$ cat config.mk
export PLATFORM = sky130hd
export DESIGN_NAME = pc_sequencer
export DESIGN_NICKNAME = d
export VERILOG_FILES = /design/src/rtl/pc_sequencer.sv
export SDC_FILE = /design/constraint.sdc
export NUM_CORES = 1
export LEC_CHECK = 0
export CAP_MARGIN = 15
export CORE_MARGIN = 5
export CORE_UTILIZATION = 50
export CTS_CLUSTER_DIAMETER = 100
export DETAILED_ROUTE_END_ITERATION = 12
export PLACE_DENSITY = 0.79
export SLEW_MARGIN = 10
export SYNTH_ARGS = -nofsm -noshare
export SYNTH_HDL_FRONTEND = slang
export SYNTH_SLANG_ARGS = --single-unit
$ cat constraint.sdc
create_clock -name Clk -period 3 [get_ports Clk]
set_input_delay 0.75 -clock Clk [delete_from_list [all_inputs] [get_ports Clk]]
set_output_delay 0.75 -clock Clk [all_outputs]
set_load 0.01 [all_outputs]
$ cat src/rtl/pc_sequencer.sv
// Program-counter sequencer with Start/Done run control and a saturating RUN-cycle counter.
// All outputs registered, one-edge latency; Stall freezes PC/state in RUN (no ready handshake).
module pc_sequencer #(
  parameter int          PC_W       = 10,
  parameter int unsigned START_ADDR = 0,
  parameter int          CNT_W      = 16
) (
  input  logic             Clk,
  input  logic             Reset,
  input  logic             Start,
  input  logic             Stall,
  input  logic             Halt,
  input  logic             BranchRel,
  input  logic             BranchAbs,
  input  logic [PC_W-1:0]  Target,
  output logic [PC_W-1:0]  ProgCtr,
  output logic             Running,
  output logic             Done,
  output logic [CNT_W-1:0] CycleCount
);

  localparam logic [PC_W-1:0] START_PC = PC_W'(START_ADDR);

  typedef enum logic [1:0] {
    ST_IDLE  = 2'd0,
    ST_ARMED = 2'd1,
    ST_RUN   = 2'd2,
    ST_DONE  = 2'd3
  } state_t;

  state_t           state_q, state_d;
  logic [PC_W-1:0]  pc_q, pc_d;
  logic [CNT_W-1:0] cnt_q, cnt_d;
  logic             running_q, running_d;
  logic             done_q, done_d;

  always_ff @(posedge Clk) begin
    if (!Reset) begin
      state_q   <= ST_IDLE;
      pc_q      <= START_PC;
      cnt_q     <= '0;
      running_q <= 1'b0;
      done_q    <= 1'b0;
    end else begin
      state_q   <= state_d;
      pc_q      <= pc_d;
      cnt_q     <= cnt_d;
      running_q <= running_d;
      done_q    <= done_d;
    end
  end

  always_comb begin
    state_d = state_q;
    case (state_q)
      ST_IDLE:  if (Start) state_d = ST_ARMED;
      ST_ARMED: if (!Start) state_d = ST_RUN;
      ST_RUN:   if (!Stall && Halt) state_d = ST_DONE;
      ST_DONE:  if (Start) state_d = ST_ARMED;
      default:  state_d = ST_IDLE;
    endcase
  end

  always_comb begin
    pc_d      = pc_q;
    cnt_d     = cnt_q;
    running_d = (state_d == ST_RUN);
    done_d    = (state_d == ST_DONE);
    case (state_q)
      ST_IDLE, ST_DONE: begin
        if (Start) begin
          pc_d  = START_PC;
          cnt_d = '0;
        end
      end
      ST_ARMED: pc_d = START_PC;
      ST_RUN: begin
        // Counts stall and halting edges too; sticks at all-ones.
        if (cnt_q != {CNT_W{1'b1}}) cnt_d = cnt_q + CNT_W'(1);
        if (!Stall && !Halt) begin
          if (BranchAbs)      pc_d = Target;
          else if (BranchRel) pc_d = pc_q + Target;
          else                pc_d = pc_q + PC_W'(1);
        end
      end
      default: pc_d = pc_q;
    endcase
  end

  assign ProgCtr    = pc_q;
  assign Running    = running_q;
  assign Done       = done_q;
  assign CycleCount = cnt_q;

endmodule

==> results.md, run 1 <==
- Largest net degree at the start of global routing: 18
- CTS tree: built
- Power Density: between 500 and 600 nW/um2
- Cell type group with the largest total delay on the critical path: adder cells
- # Max-Cap Violations: 0
- RSZ-0062 raised after global routing: false
- Period utilization: 0.940
- Sw Ratio: 0.307
- CTS Sinks: 30
- Hold Crit Depth: 2
- Syn avg cell area: ~8.3 um2
- Clock latency on the worst-skew pair: 280 ps
- Hold buffer count at CTS: 0
- CP Buf/Inv Count: 1
- Reg power frac: 0.327
- Simple-Gate Fraction of Synth Area: 0.270
- # Post-CTS Setup Buffers: 0
- I/O pin cnt: 45
- Synth area leader: dfxtp_1
- Main combinational cell family by area after synthesis: simple AND/OR/NAND/NOR gates
- Fmax: about 350 MHz
- Cell row count: 23
- Die H: 73.4 um
- Clock transition at the registers of the reported paths: roughly 70 ps
- Routed WL: about 5300 um
- Setup_tns: 0 ps
- Setup crit start kind: input pin
- Slew HR: 0.636
- Global router's overall resource usage: 0.206
- Crit path time final: between 2000 and 3000 ps
- Yosys cell types: 48
- Die Width: between 70 and 80 um
- Status: complete, no violations
- CP max FO: 4
- Complex-gate fraction of the synthesized area: 0.204
- Final std cells w/o fill: ~350
- Vias per cell: ~5.7
- Remaining DRCs: 0
- Kind of critical path: in2reg
- Placed instance count: around 340
- Routed WL per cell: 15.1 um
- Final nets: 328
- Seq/Total Area, Yosys: 0.299
- Routed Antenna Nets: 0
- Crit path cell chain: clkdlybuf4s50_1 > nand2b_1 > ha_1 > fa_1 > a211oi_1 > o21bai_1 > or2_2 > mux2i_1 > a32o_1
- GRT overflow: 0
- Worst reg2reg path depth: 7
- Ant diodes: 0
- Post-Syn Nets: 272
- Leakage: ~1.1 nW
- DRT Pass-1 Iters: 4
- Hpwl dp: between 3000 and 4000 um
- FF+latch count, synth: 30
- Share of the synthesized area in the top cell type: 0.299
- Layout cells sized above 1: 0.107
- Slew @ Worst Pin: 546 ps
- RR Startpoint: state_q[0]
- R2r setup slk: ~840 ps
- Final Util: 0.686
- CP endpoint kind: flop
- Vias in the first global route: about 1,900
- RePlAce Congestion: ~0.94
- Vias: approximately 2,000
- Clock skew: around 3.8 ps
- Final hold viol count: 0
- Max-slew violation count: 0
- Xor/xnor share of the synthesized area: 0.0829
- Adder-Cell Fraction of Synth Area: 0.0848
- Layout area overhead: 34.8%
- Total CTS buffers: 5
- Iter 0 DRT Violations: around 120
- Sink of the worst hold path: ProgCtr[0]
- CP max-delay cell: clkdlybuf4s50_1
- Synth Cell Area: around 2000 um2
- Port-buffer cells: between 40 and 50
- CTS resizes: 0
- Worst vdd ir: about 0.00035 V
- Final setup fails: 0
- Synth warn: 0
- Asr flop ratio synth: 0
- Reg-to-Reg End: CycleCount[5]
- Int Pwr: approximately 960 uW
- Main synth FF type: dfxtp_1
- CP Data Required Time: between 3000 and 4000 ps
- Clock share of power: 0.371
- Hold Crit Class: reg2reg
- Die Area: 5380 um2
- Crit path largest cell delay: approximately 560 ps
- Initial Utilization: 0.509
- Synth Instances: 242
- Initial antenna violation count: 0
- Core area: about 3900 um2
- CP Data Arrival Time: about 3000 ps
- H-tree levels: 2
- Post-synth EDFFs: 0
- Synth top area cells: dfxtp_1 (30%), ha_1 (7.5%), xor2_1 (6.5%)
- Combinational share of power: 0.302
- Final Power: roughly 1.4 mW
- Hold path startpoint: ProgCtr[0]
- Clock root buffer: clkbuf_8
- Sw Pwr: 426 uW
- First-pass GRT wire length: around 8700 um
- Post-synthesis mux area share: 0.0287
- Bufs on Longest Clock Path: 2
-- kinds of logic after synthesis --
group                    after synthesis
flip-flops                            30
AND/OR/NAND/NOR                      100
multiplexers                           5
adder cells (fa/ha/maj)               13
buffers and inverters                 12
AO/OA/AOI/OAI                         63
XOR/XNOR                              19
-- power by group through the flow --
stage,Clock (mW),Combinational (mW),Sequential (mW)
6_report,0.515,0.420,0.454
5_1_grt,0.539,0.461,0.458
4_1_cts,0.524,0.418,0.453
3_5_place_dp,0,0.414,0.462
3_3_place_gp,0,0.405,0.461
2_1_floorplan,0,0.273,0.466
-- per-layer routing --
layer	vias to the layer above	routed length [um]	part of all wire	track usage
met1	904	2400	0.46	0.270
met3	11	350	0.066	0.0397
met2	59	2410	0.46	0.333
met5	-	0	0	0
li1	1000	-	-	-
met4	0	118	0.022	0.0785
-- cell usage after synthesis, types with 3 or more instances --
cell and n:
dfxtp_1 30, nor2_1 27, a21oi_1 18, nand3_1 17, nand2_1 15, xor2_1 15
ha_1 12, and2_1 10, o21ai_0 10, o211ai_1 9, clkbuf_1 6, a21o_1 5
nor3_1 5, a211oi_1 4, inv_1 4, xnor2_1 4, nand2b_1 3, nand4_1 3
nor2b_1 3, o22ai_1 3, or2_2 3
-- registers in the layout, indices dropped and copies added (netlist names) --
register and count:
CycleCount 16, ProgCtr 10, state_q 2, Done 1, Running 1
-- layout make-up --
| cell class | instances | area, um2 |
|---|---|---|
| sequential | 30 | 601 |
| clock buffer | 6 | 82.6 |
| tap | 50 | 62.6 |
| clock inverter | 2 | 60.1 |
| inverter | 4 | 15.0 |
| timing repair buffer | 57 | 538 |
| multi-input combinational | 200 | 1350 |
| fill | 327 | 1240 |
-- tightest hold or removal path: cells and delay by family, from the launching register on --
kind               cells  cell delay, ps
AOI/OAI and AO/OA      1              50
DFF                    1             330
and+or+nand+nor        1              60
-- cells in the final DEF, fill, tap and decap left out, drive strengths merged, types with 2 or more instances in the layout --
cell,synthesis,final
nand3,17,17
o31ai,2,2
dfxtp,30,30
a211oi,4,4
clkdlybuf4s50,0,44
and3,3,3
o211ai,9,9
inv,4,4
o21bai,2,2
clkbuf,6,6
nand2,15,15
o21ai,10,10
a2111oi,2,2
mux2i,2,2
mux2,3,3
xnor2,4,4
or2,4,4
xor2,15,15
o2111ai,2,2
nand2b,4,4
nor2,27,27
a21oi,18,18
ha,12,12
a21o,5,5
nand4,4,4
and2,10,10
nor2b,3,3
and4,3,3
o22ai,3,3
bufinv,0,2
buf,2,13
nor3,5,5
-- worst max-delay path by stage --
stage	start	to	slack, ps	cells past startpoint
global route	BranchRel	ProgCtr[8]	30	9
finish	BranchRel	ProgCtr[8]	180	9
global placement	BranchRel	ProgCtr[8]	-70	9
CTS	BranchRel	ProgCtr[8]	200	9
floorplan	Target[0]	ProgCtr[8]	450	8
detailed placement	BranchRel	ProgCtr[8]	-90	9
-- through the flow --
| step | cell area, um2 | worst slack (ps) | hold slack (ps) |
|---|---|---|---|
| final | 2710 | 180 | 492 |
| after global routing | 2710 | 31.4 | 519 |
| after CTS | 2710 | 197 | 491 |
| after detailed placement | 2560 | -93.7 | 478 |
| after global placement | 2560 | -67.4 | 472 |
| after floorplan | 2010 | 448 | 492 |
(Power assumes the default switching activity.)
==> run 2: changes to the inputs <==
Settings changed: CORE_MARGIN 5 to 2.
==> run 2 against run 1 <==
Net effect: flip-flop and latch count did not move; register-to-register slack barely moved; global-route usage rose by 3.3 points; critical path type unchanged; critical endpoint unchanged; via count rose by 0.30%.
==> results.md, run 2 (same netlist as run 1, synthesis figures left out) <==
- # Post-CTS Setup Buffers: 0
- Setup crit start kind: input pin
- Vias: a little under 2,000
- Layout cells sized above 1: 0.113
- Remaining DRCs: 0
- Total CTS buffers: 5
- Reg power frac: 0.373
- Vias in the first global route: approximately 1,700
- Clock latency on the worst-skew pair: between 200 and 300 ps
- Crit path time final: 2860 ps
- Die H: roughly 67 um
- Cell row count: 23
- Final setup fails: 0
- Hpwl dp: slightly below 4000 um
- Largest net degree at the start of global routing: 18
- Final std cells w/o fill: ~350
- GRT overflow: 0
- Power Density: between 400 and 500 nW/um2
- Period utilization: 0.954
- Max reg flops: 16
- Slew @ Worst Pin: 534 ps
- Status: complete, no violations
- Sw Ratio: 0.348
- Slew HR: 0.644
- Sw Pwr: 424 uW
- Leakage: about 1.0 nW
- Ant diodes: 0
- Hold buffer count at CTS: 0
- Initial Utilization: 0.509
- CTS resizes: 0
- CP max FO: 4
- Iter 0 DRT Violations: 130
- CP endpoint kind: flop
- Initial antenna violation count: 0
- Commonest non-fill, non-tap cell in the layout: clkdlybuf4s50_1
- RePlAce Congestion: between 0.9 and 1
- Place WS: -144 ps
- Kind of critical path: in2reg
- Vias per cell: 5.64
- Layout area overhead: 33.2%
- Hold Crit Class: reg2reg
- I/O pin cnt: 45
- First-pass GRT wire length: between 8000 and 9000 um
- Worst vdd ir: between 0.0004 and 0.0005 V
- Final Util: 0.678
- Int Pwr: ~800 uW
- Routed Antenna Nets: 0
- Core area: between 3000 and 4000 um2
- Most frequent cells in the layout: clkdlybuf4s50_1 (44), dfxtp_1 (30), nor2_1 (27), a21oi_1 (18), nand3_1 (17)
- Bufs on Longest Clock Path: 2
- Routed WL: just under 5000 um
- Hold WS: around 490 ps
- CP Data Arrival Time: roughly 3000 ps
- Global router's overall resource usage: 0.239
- Final Worst Setup Slack: roughly 140 ps
- Clock skew: 7.26 ps
- Placed instance count: between 300 and 400
- Routed WL per cell: 14.2 um
- # Max-Cap Violations: 0
- Die Width: approximately 67 um
- CTS tree: built
- CP Data Required Time: approximately 3200 ps
- Fmax: between 300 and 400 MHz
- Combinational share of power: 0.343
- Final hold viol count: 0
- H-tree levels: 2
- DRT Pass-1 Iters: 4
- RSZ-0062 raised after global routing: false
- Port-buffer cells: 44
- Clock root buffer: clkbuf_8
- CTS Sinks: 30
- Clock share of power: 0.283
- Final nets: 330
- Max-slew violation count: 0
- Clock transition at the registers of the reported paths: approximately 70 ps
- R2r setup slk: ~850 ps
- Die Area: about 4500 um2
- Fill cell count: 350
-- run 2: worst max-delay path, cell delays in order --
cell and delay (ps):
clkdlybuf4s50_1 540, nand2b_1 80, ha_1 210, fa_1 410, a211oi_1 260, o21bai_1 140
or2_2 300, mux2i_1 120, a32o_1 220
-- run 2: final timing paths --
check / start / endpoint / cells after the start
worst max-delay path: BranchRel / ProgCtr[8] / 9
worst min-delay path: ProgCtr[2] / ProgCtr[2] / 2
worst max register to register: ProgCtr[0] / ProgCtr[8] / 7
worst min register to register: ProgCtr[2] / ProgCtr[2] / 2
-- run 2: area by class of cell --
cell class,count,area (um2),share of cell area
Sequential cell,30,601,0.225
Tap cell,50,62.6,0.0234
Clock buffer,6,82.6,0.0309
Clock inverter,2,12.5,0.00468
Timing Repair Buffer,59,553,0.207
Inverter,4,15.0,0.00562
Multi-Input combinational cell,200,1350,0.504
-- run 2: layer usage --
layer	global-route usage	part of all wire	vias up	routed length (um)
li1	-	-	1009	-
met1	0.329	0.48	910	2360
met2	0.373	0.47	53	2320
met3	0.0533	0.049	8	242
met4	0.0689	0.0099	0	49
met5	0	0	-	0
-- run 2: power by group through the flow --
| stage | combinational [mW] | sequential (mW) | clock, mW |
|---|---|---|---|
| after floorplan | 0.273 | 0.466 | 0 |
| after global placement | 0.407 | 0.461 | 0 |
| after detailed placement | 0.418 | 0.464 | 0 |
| after CTS | 0.419 | 0.455 | 0.353 |
| after global routing | 0.466 | 0.457 | 0.369 |
| final | 0.418 | 0.455 | 0.345 |
-- run 2: stage by stage --
step	power, mW	setup TNS, ps	cell area (um2)
detailed placement	0.882	-144	2580
global route	1.29	0	2670
CTS	1.23	0	2670
global placement	0.868	-64.3	2580
floorplan	0.739	0	2010
finish	1.22	0	2670
==> run 3: changes to the inputs <==
Settings changed: PLACE_DENSITY 0.79 to 0.84.
==> run 3 against run 2 <==
Net effect: flip-flop and latch count did not move; register-to-register slack worse by 20 ps; die area did not move; wire length fell by 1.5%; sequential power about the same; sequential share of layout area up 0.19 points; fmax hardly changed; critical path depth did not move; final area shrank 0.84%; first-iteration DRC count did not move; non-clock buffer count shrank 3; clock power about the same; largest cell class unchanged; highest routed layer unchanged.
==> results.md, run 3 (same netlist as run 1, synthesis figures left out) <==
- Bufs on Longest Clock Path: 2
- Layout cells sized above 1: 0.104
- CP Data Required Time: around 3200 ps
- Die Area: 4540 um2
- Initial antenna violation count: 0
- CP max FO: 5
- Die Width: a little under 70 um
- Placed instance count: between 300 and 400
- Worst reg2reg path depth: 7
- Max-slew violation count: 0
- Final Power: between 1 and 1.5 mW
- Kind of critical path: in2reg
- Sink of the worst hold path: ProgCtr[0]
- Fill cell count: approximately 330
- Hold Crit Class: reg2reg
- Hpwl dp: around 3700 um
- Remaining DRCs: 0
- Layout area overhead: 32.0%
- CP Data Arrival Time: just over 3000 ps
- Routed Antenna Nets: 0
- Max reg flops: 16
- # Max-Cap Violations: 0
- Period utilization: 0.953
- Largest net degree at the start of global routing: 18
- Fmax: around 350 MHz
- Crit path cell chain: clkdlybuf4s50_1 > nand2b_1 > ha_1 > fa_1 > a211oi_1 > o21bai_1 > or2_2 > mux2i_1 > a32o_1
- Core area: 3940 um2
- Port-buffer cells: between 40 and 50
- Final hold viol count: 0
- CTS resizes: 0
- Cell type group with the largest total delay on the critical path: adder cells
- Setup_tns: 0 ps
- Reg-to-Reg End: CycleCount[13]
- Clock latency on the worst-skew pair: 280 ps
- Clock root buffer: clkbuf_8
- Hold path startpoint: ProgCtr[0]
- Die H: approximately 67 um
- CP max-delay cell: clkdlybuf4s50_1
- RR Startpoint: state_q[0]
- CP endpoint kind: flop
- I/O pin cnt: 45
- Leakage: ~1.0 nW
- Slew HR: 0.406
- Worst vdd ir: around 0.00029 V
- RSZ-0062 raised after global routing: false
- DRT Pass-1 Iters: 7
- Vias in the first global route: 1,827
- CTS tree: built
- Hold buffer count at CTS: 0
- Slew @ Worst Pin: ~900 ps
- Clock skew: approximately 2.5 ps
- Final nets: around 330
- GRT overflow: 0
- Total CTS buffers: 5
- Initial Utilization: 0.509
- # Post-CTS Setup Buffers: 0
- Most frequent cells in the layout: clkdlybuf4s50_1 (44), dfxtp_1 (30), nor2_1 (27), a21oi_1 (18), nand3_1 (17)
- CTS Sinks: 30
- Setup crit start kind: input pin
- Final std cells w/o fill: between 300 and 400
- Crit path largest cell delay: about 600 ps
- Routed WL: approximately 4900 um
- Final setup fails: 0
- Commonest non-fill, non-tap cell in the layout: clkdlybuf4s50_1
- Ant diodes: 0
- CP Buf/Inv Count: 1
- Routed WL per cell: between 10 and 15 um
- Hold WS: about 500 ps
- Vias: between 2,000 and 2,500
- RePlAce Congestion: 0.903
- Status: complete, no violations
- Hold Crit Depth: 2
- Power Density: approximately 460 nW/um2
- Global router's overall resource usage: 0.226
- Vias per cell: around 5.8
- Clock transition at the registers of the reported paths: about 70 ps
- H-tree levels: 2
- First-pass GRT wire length: roughly 7900 um
- Iter 0 DRT Violations: 130
- R2r setup slk: 830 ps
- Cell row count: 23
- Crit path time final: 2860 ps
## run 3: worst max-delay path by stage
stage              start    endpoint  slack [ps]  depth (start not counted)
2_1_floorplan  Target[0]  ProgCtr[8]         450                          8
3_3_place_gp   BranchRel  ProgCtr[8]        -100                          9
6_report       BranchRel  ProgCtr[8]         140                          9
3_5_place_dp   BranchRel  ProgCtr[8]        -150                          9
4_1_cts        BranchRel  ProgCtr[8]         140                          9
5_1_grt        BranchRel  ProgCtr[8]           4                          9
## run 3: final cells by class
class | instances | area (um2) | area share
sequential | 30 | 601 | 0.227
inverter | 4 | 15.0 | 0.00567
timing repair buffer | 56 | 531 | 0.200
multi-input combinational | 200 | 1350 | 0.508
tap | 50 | 62.6 | 0.0236
clock buffer | 6 | 82.6 | 0.0312
clock inverter | 2 | 12.5 | 0.00472
## run 3: per-stage QoR
| stage | instance area, um2 | setup slack, ps | utilization |
|---|---|---|---|
| CTS | 2650 | 139 | 0.672 |
| finish | 2650 | 141 | 0.672 |
| global route | 2650 | 3.94 | 0.672 |
| detailed placement | 2550 | -152 | 0.648 |
| global placement | 2550 | -95.3 | 0.648 |
| floorplan | 2010 | 448 | - |
## run 3: power by group
group | switching, mW | total, mW | internal [mW]
clock | 0.162 | 0.347 | 0.184
sequential | 0.0252 | 0.454 | 0.429
combinational | 0.233 | 0.411 | 0.178
## run 3: tightest hold or removal path, delay by kind of cell (launching register included)
family          cells  cell delay (ps)
flops               1              330
simple gates        1               60
compound gates      1               60
## run 3: layer usage
layer | vias to the layer above | global-route usage | wire (um)
met4 | 0 | 0.107 | 108
met2 | 67 | 0.386 | 2420
met1 | 922 | 0.273 | 2110
li1 | 1000 | - | -
met3 | 13 | 0.0433 | 255
met5 | - | 0 | 0
==> patch 1: new RTL, settings of run 1 <==
Reset style: asynchronous (`Reset`), changed in one clocked block.
--- a/src/rtl/pc_sequencer.sv
+++ b/src/rtl/pc_sequencer.sv
@@ -36,3 +36,3 @@
 
-  always_ff @(posedge Clk) begin
+  always_ff @(posedge Clk or negedge Reset) begin
     if (!Reset) begin
Formal check against the unedited RTL: differs if Reset is asserted again (counterexample within 4 cycles, from zero or initial values and one cycle with Reset low); with Reset held inactive, the same outputs for 10 cycles.
==> patch 1 against run 1 <==
- cell area is 3.6% higher
- non-clock buffer count is 1 lower
- worst setup slack better by 0.048 ns
- wire length is 1.5% higher
- synthesized area is 7.7% higher
- sequential cell count stayed put
- fmax is 1.7% higher
- synthesized cell count is 3.7% higher
- final cell count is 2.3% higher
- critical path type unchanged
- critical endpoint is now ProgCtr[9]
Power is not compared: it rests on default switching activity, and its combinational part moved more than twofold at a synthesized area within 25%.
==> patch 1: results (changes against run 1) <==
| Metric | Value |
|---|---|
| Clock skew | `0.00879 ns (was 0.00380 ns)` |
| Fin nets | `334 (was 328)` |
| Worst Hold End | `ProgCtr[0] (unchanged)` |
| First-pass GRT wire length | `8670 um (was 8730 um)` |
| Hold_sp | `ProgCtr[0] (unchanged)` |
| Slew margin rel. | `0.592 (was 0.636)` |
| Max Buffers Root-to-Sink | `2 (unchanged)` |
| Ys async rst share | `1.00 (was 0)` |
| Highest-delay cell along the critical path | `clkdlybuf4s50_1 (unchanged)` |
| Leakage | `1.17 nW` |
| Number of flip-flops under the largest register name | `16 (unchanged)` |
| Fin cells | `357 (was 349)` |
| CP delay by family, top | `compound AO/OA/AOI/OAI gates (was adder cells)` |
| Synth cell count leaders | `dfrtp_1 (30), nand2_1 (28), o21ai_0 (15), o21ai_1 (15) (was dfxtp_1 (30), nor2_1 (27), a21oi_1 (18))` |
| Root Driver | `clkbuf_8 (unchanged)` |
| # diodes | `0 (unchanged)` |
| Total track usage | `0.195 (was 0.206)` |
| Syn nets | `281 (was 272)` |
| Reg2reg end | `CycleCount[10] (was CycleCount[5])` |
| DP Area | `2710 sq um (was 2560 sq um)` |
| Seq/Total Area, Yosys | `0.347 (was 0.299)` |
| Outcome | `finished, final reports clean (unchanged)` |
| Max Fanout on Critical Path | `8 (was 4)` |
| Reg2Reg Setup Slack | `0.69 ns (was 0.84 ns)` |
| Largest net degree at the start of global routing | `31 (was 18)` |
| CP max stage delay | `0.46 ns (was 0.56 ns)` |
| RR Startpoint | `state_q[0] (unchanged)` |
| Fraction of layout cells with a size suffix above 1 | `0.105 (was 0.107)` |
| Drt initial violations | `80 (was 123)` |
| Synth cell types | `49 (was 48)` |
| Drt pass-1 iters | `4 (unchanged)` |
| Via count | `2076 (was 1974)` |
| Critical Path AT | `2.94 ns (was 3.00 ns)` |
| Mapped Cells | `251 (was 242)` |
| R2r worst-path depth | `6 (was 7)` |
| DP HPWL | `4000 um (was 3970 um)` |
| YS warnings | `0 (unchanged)` |
| Post-Route WL | `5360 um (was 5280 um)` |
| Routability cong. | `0.848 (was 0.940)` |
| Placed cell count | `349 (was 341)` |
| Initial antenna violation count | `0 (unchanged)` |
| Vias in the first global route | `1870 (was 1882)` |
| CTS H-Tree Depth | `2 (unchanged)` |
| Largest cells by area after synthesis | `dfrtp_1 (35%), ha_1 (6.9%), nand2_1 (4.9%), and2_1 (3.8%), o21ai_0 (3.5%) (was dfxtp_1 (30%), ha_1 (7.5%), xor2_1 (6.5%), nor2_1 (5.0%), a21oi_1 (4.5%))` |
==> patch 1: kinds of logic after synthesis <==
group	Yosys count	share of synthesized area
AOI/OAI and AO/OA	79	0.242
xor gates and xnor gates	3	0.0122
adders and majority gates	13	0.0787
buffers and inverters	17	0.0336
DFF	30	0.347
muxes	9	0.0440
and+or+nand+nor	100	0.242
==> patch 1: how the worst max path moves through the flow <==
stage,startpoint,endpoint,slack (ns),cells past startpoint
after floorplan,Target[0],ProgCtr[8],0.57,8
after global placement,BranchRel,ProgCtr[9],0.03,9
after detailed placement,BranchRel,ProgCtr[8],-0.04,9
after CTS,BranchRel,ProgCtr[9],0.25,9
after global routing,BranchRel,ProgCtr[9],0.03,9
final,BranchRel,ProgCtr[9],0.23,9
==> patch 1: metal layers <==
metal	vias up	wire length [um]	track usage	part of all wire
li1	1038	-	-	-
met1	987	2510	0.249	0.47
met2	44	2560	0.325	0.48
met3	7	198	0.0383	0.037
met4	0	81	0.0738	0.015
met5	-	0	0	0
==> patch 1: layout make-up <==
cell class,instances,area (sq um)
inverters,7,26.3
flip-flops and latches,30,751
repair buffers,56,531
fillers,360,1460
well taps,52,65.1
multi-input cells,204,1340
clock inverters,1,5.00
clock buffers,7,86.3
==> patch 1: worst reg2reg max path, cell delays in order, from the launching register on <==
cell	delay [ns]
dfrtp_1	0.43
inv_1	0.08
ha_1	0.55
nand3_1	0.33
o21ai_4	0.45
o21ai_1	0.15
a22o_1	0.21
==> patch 1: per-stage QoR <==
stage               hold slack [ns]  TNS (ns)  total power, mW  setup slack [ns]
finish                        0.525         0             2.17             0.227
global route                  0.567         0             2.34            0.0345
CTS                           0.524         0             2.18             0.246
detailed placement            0.507   -0.0809             1.83           -0.0375
global placement              0.509         0             1.81            0.0270
floorplan                     0.454         0             1.41             0.569
==> patch 1: power groups by stage <==
stage / sequential, mW / clock [mW] / combinational [mW]
after CTS: 0.603 / 0.345 / 1.23
after floorplan: 0.631 / 0 / 0.782
final: 0.604 / 0.334 / 1.23
after detailed placement: 0.608 / 0 / 1.23
after global placement: 0.608 / 0 / 1.20
after global routing: 0.620 / 0.360 / 1.36
==> patch 2: new RTL, settings of run 1 <==
Without the edit above. Set the parameter `PC_W` to 5 (it was 10).
--- a/src/rtl/pc_sequencer.sv
+++ b/src/rtl/pc_sequencer.sv
@@ -3,3 +3,3 @@
 module pc_sequencer #(
-  parameter int          PC_W       = 10,
+  parameter int          PC_W       = 5,
   parameter int unsigned START_ADDR = 0,
Interface: changed (resized ProgCtr and Target); port bits go from 45 to 35. No check against the original RTL was run, so the function may have changed too.
==> patch 2 against run 1 <==
- wire length down 29%
- cell area down 30%
- sequential cell count down 5
- synthesized area down 26%
- worst setup slack better by 0.19 ns
- clock power down 69%
- largest cell class unchanged
- largest power group is now sequential cells
- total power down 39%
- non-clock buffer count down 19
==> patch 2: results (changes against run 1) <==
| Metric | Value |
|---|---|
| Leakage | `0.715 nW (was 1.05 nW)` |
| Die Span X | `64.6 um (was 73.4 um)` |
| DP HPWL | `2820 um (was 3970 um)` |
| Fraction of layout cells with a size suffix above 1 | `0.0798 (was 0.107)` |
| Port Buffers | `34 (was 44)` |
| Seq/Total Area, Yosys | `0.336 (was 0.299)` |
| Clk slew on worst S/H paths | `0.15 ns (was 0.07 ns)` |
| Total track usage | `0.176 (was 0.206)` |
| CTS H-Tree Depth | `1 (was 2)` |
| Largest net degree at the start of global routing | `17 (was 18)` |
| Synth cell count leaders | `dfxtp_1 (25), nand2_1 (19), a21oi_1 (11) (was dfxtp_1 (30), nor2_1 (27), a21oi_1 (18))` |
| Setup WS pre-CTS | `0.0245 ns (was -0.0937 ns)` |
| Vias in the first global route | `1393 (was 1882)` |
| Avg WL per Cell | `15.3 um (was 15.1 um)` |
| Fin nets | `234 (was 328)` |
| Latest clock arrival within the worst-skew pair | `0.33 ns (was 0.28 ns)` |
| Outcome | `finished, final reports clean (unchanged)` |
| FILL cells | `262 (was 327)` |
| Largest cells by area after synthesis | `dfxtp_1 (34%), ha_1 (5.9%), nand2_1 (4.8%), a21oi_1 (3.7%), nand3_1 (3.0%) (was dfxtp_1 (30%), ha_1 (7.5%), xor2_1 (6.5%), nor2_1 (5.0%), a21oi_1 (4.5%))` |
| Max Fanout on Critical Path | `6 (was 4)` |
| Worst IR Drop VDD | `0.000381 V (was 0.000352 V)` |
| Internal Power | `0.540 mW (was 0.963 mW)` |
| Synth cell types | `47 (was 48)` |
| Vias per cell | `5.98 (was 5.66)` |
| Syn nets | `196 (was 272)` |
| Root Driver | `clkbuf_4 (was clkbuf_8)` |
| Slew margin rel. | `0.647 (was 0.636)` |
| Total CTS buffers | `3 (was 5)` |
[patch 2: cell count changes in the layout (fill, tap and decap cells not counted), sizes merged, moves of 4 or more]
cell,before,now
xor2,15,2
nand3,17,9
o211ai,9,4
and2,10,4
a31oi,0,7
clkdlybuf4s50,44,34
dfxtp,30,25
nand2,15,19
buf,13,4
a21oi,18,11
a211oi,4,0
ha,12,7
nor2,27,9
[patch 2: path summary, 6_finish.rpt]
path | start | slack [ns] | cells after the start | end
setup / recovery | BranchRel | 0.37 | 9 | ProgCtr[4]
hold / removal | CycleCount[13] | 0.52 | 1 | CycleCount[13]
setup reg to reg | state_q[0] | 0.81 | 8 | CycleCount[4]
hold reg to reg | CycleCount[13] | 0.52 | 1 | CycleCount[13]
[patch 2: cell type report]
class                   count  share of cell area
multi-input cells         140               0.492
flip-flops and latches     25               0.265
repair buffers             38               0.196
well taps                  31              0.0205
clock buffers               3              0.0119
inverters                   6              0.0119
clock inverters             1             0.00265
[patch 2: critical path, delay by kind of cell]
kind,cells,cell delay [ns]
AOI/OAI and AO/OA,4,0.71
xor gates and xnor gates,1,0.17
and+or+nand+nor,1,0.09
adders and majority gates,2,0.61
buffers and inverters,1,0.56
[patch 2: routing by layer]
| layer | vias to the layer above | wire length, um | global-route usage |
|---|---|---|---|
| met5 | - | 0 | 0 |
| met4 | 0 | 54 | 0.0660 |
| met3 | 4 | 116 | 0.0276 |
| met2 | 38 | 1730 | 0.300 |
| met1 | 675 | 1830 | 0.225 |
| li1 | 743 | - | - |
[patch 2: through the flow]
step,instance area [sq um],std cells
floorplan,1490,176
global placement,1860,240
detailed placement,1860,240
CTS,1890,244
global route,1890,244
finish,1890,244
[patch 2: kinds of logic (layout without fill, tap and decap cells)]
| kind of cell | after synthesis | after routing | synth area share |
|---|---|---|---|
| AOI/OAI and AO/OA | 54 | 54 | 0.244 |
| xor gates and xnor gates | 3 | 3 | 0.0176 |
| muxes | 3 | 3 | 0.0210 |
| DFF | 25 | 25 | 0.336 |
| buffers and inverters | 11 | 48 | 0.0419 |
| and+or+nand+nor | 72 | 72 | 0.268 |
| adders and majority gates | 8 | 8 | 0.0721 |
[patch 2: power groups by stage]
| stage | clock network (mW) | logic [mW] | registers (mW) |
|---|---|---|---|
| after floorplan | 0 | 0.211 | 0.383 |
| after global placement | 0 | 0.305 | 0.379 |
| after detailed placement | 0 | 0.314 | 0.380 |
| after CTS | 0.161 | 0.318 | 0.372 |
| after global routing | 0.180 | 0.348 | 0.377 |
| final | 0.160 | 0.321 | 0.373 |
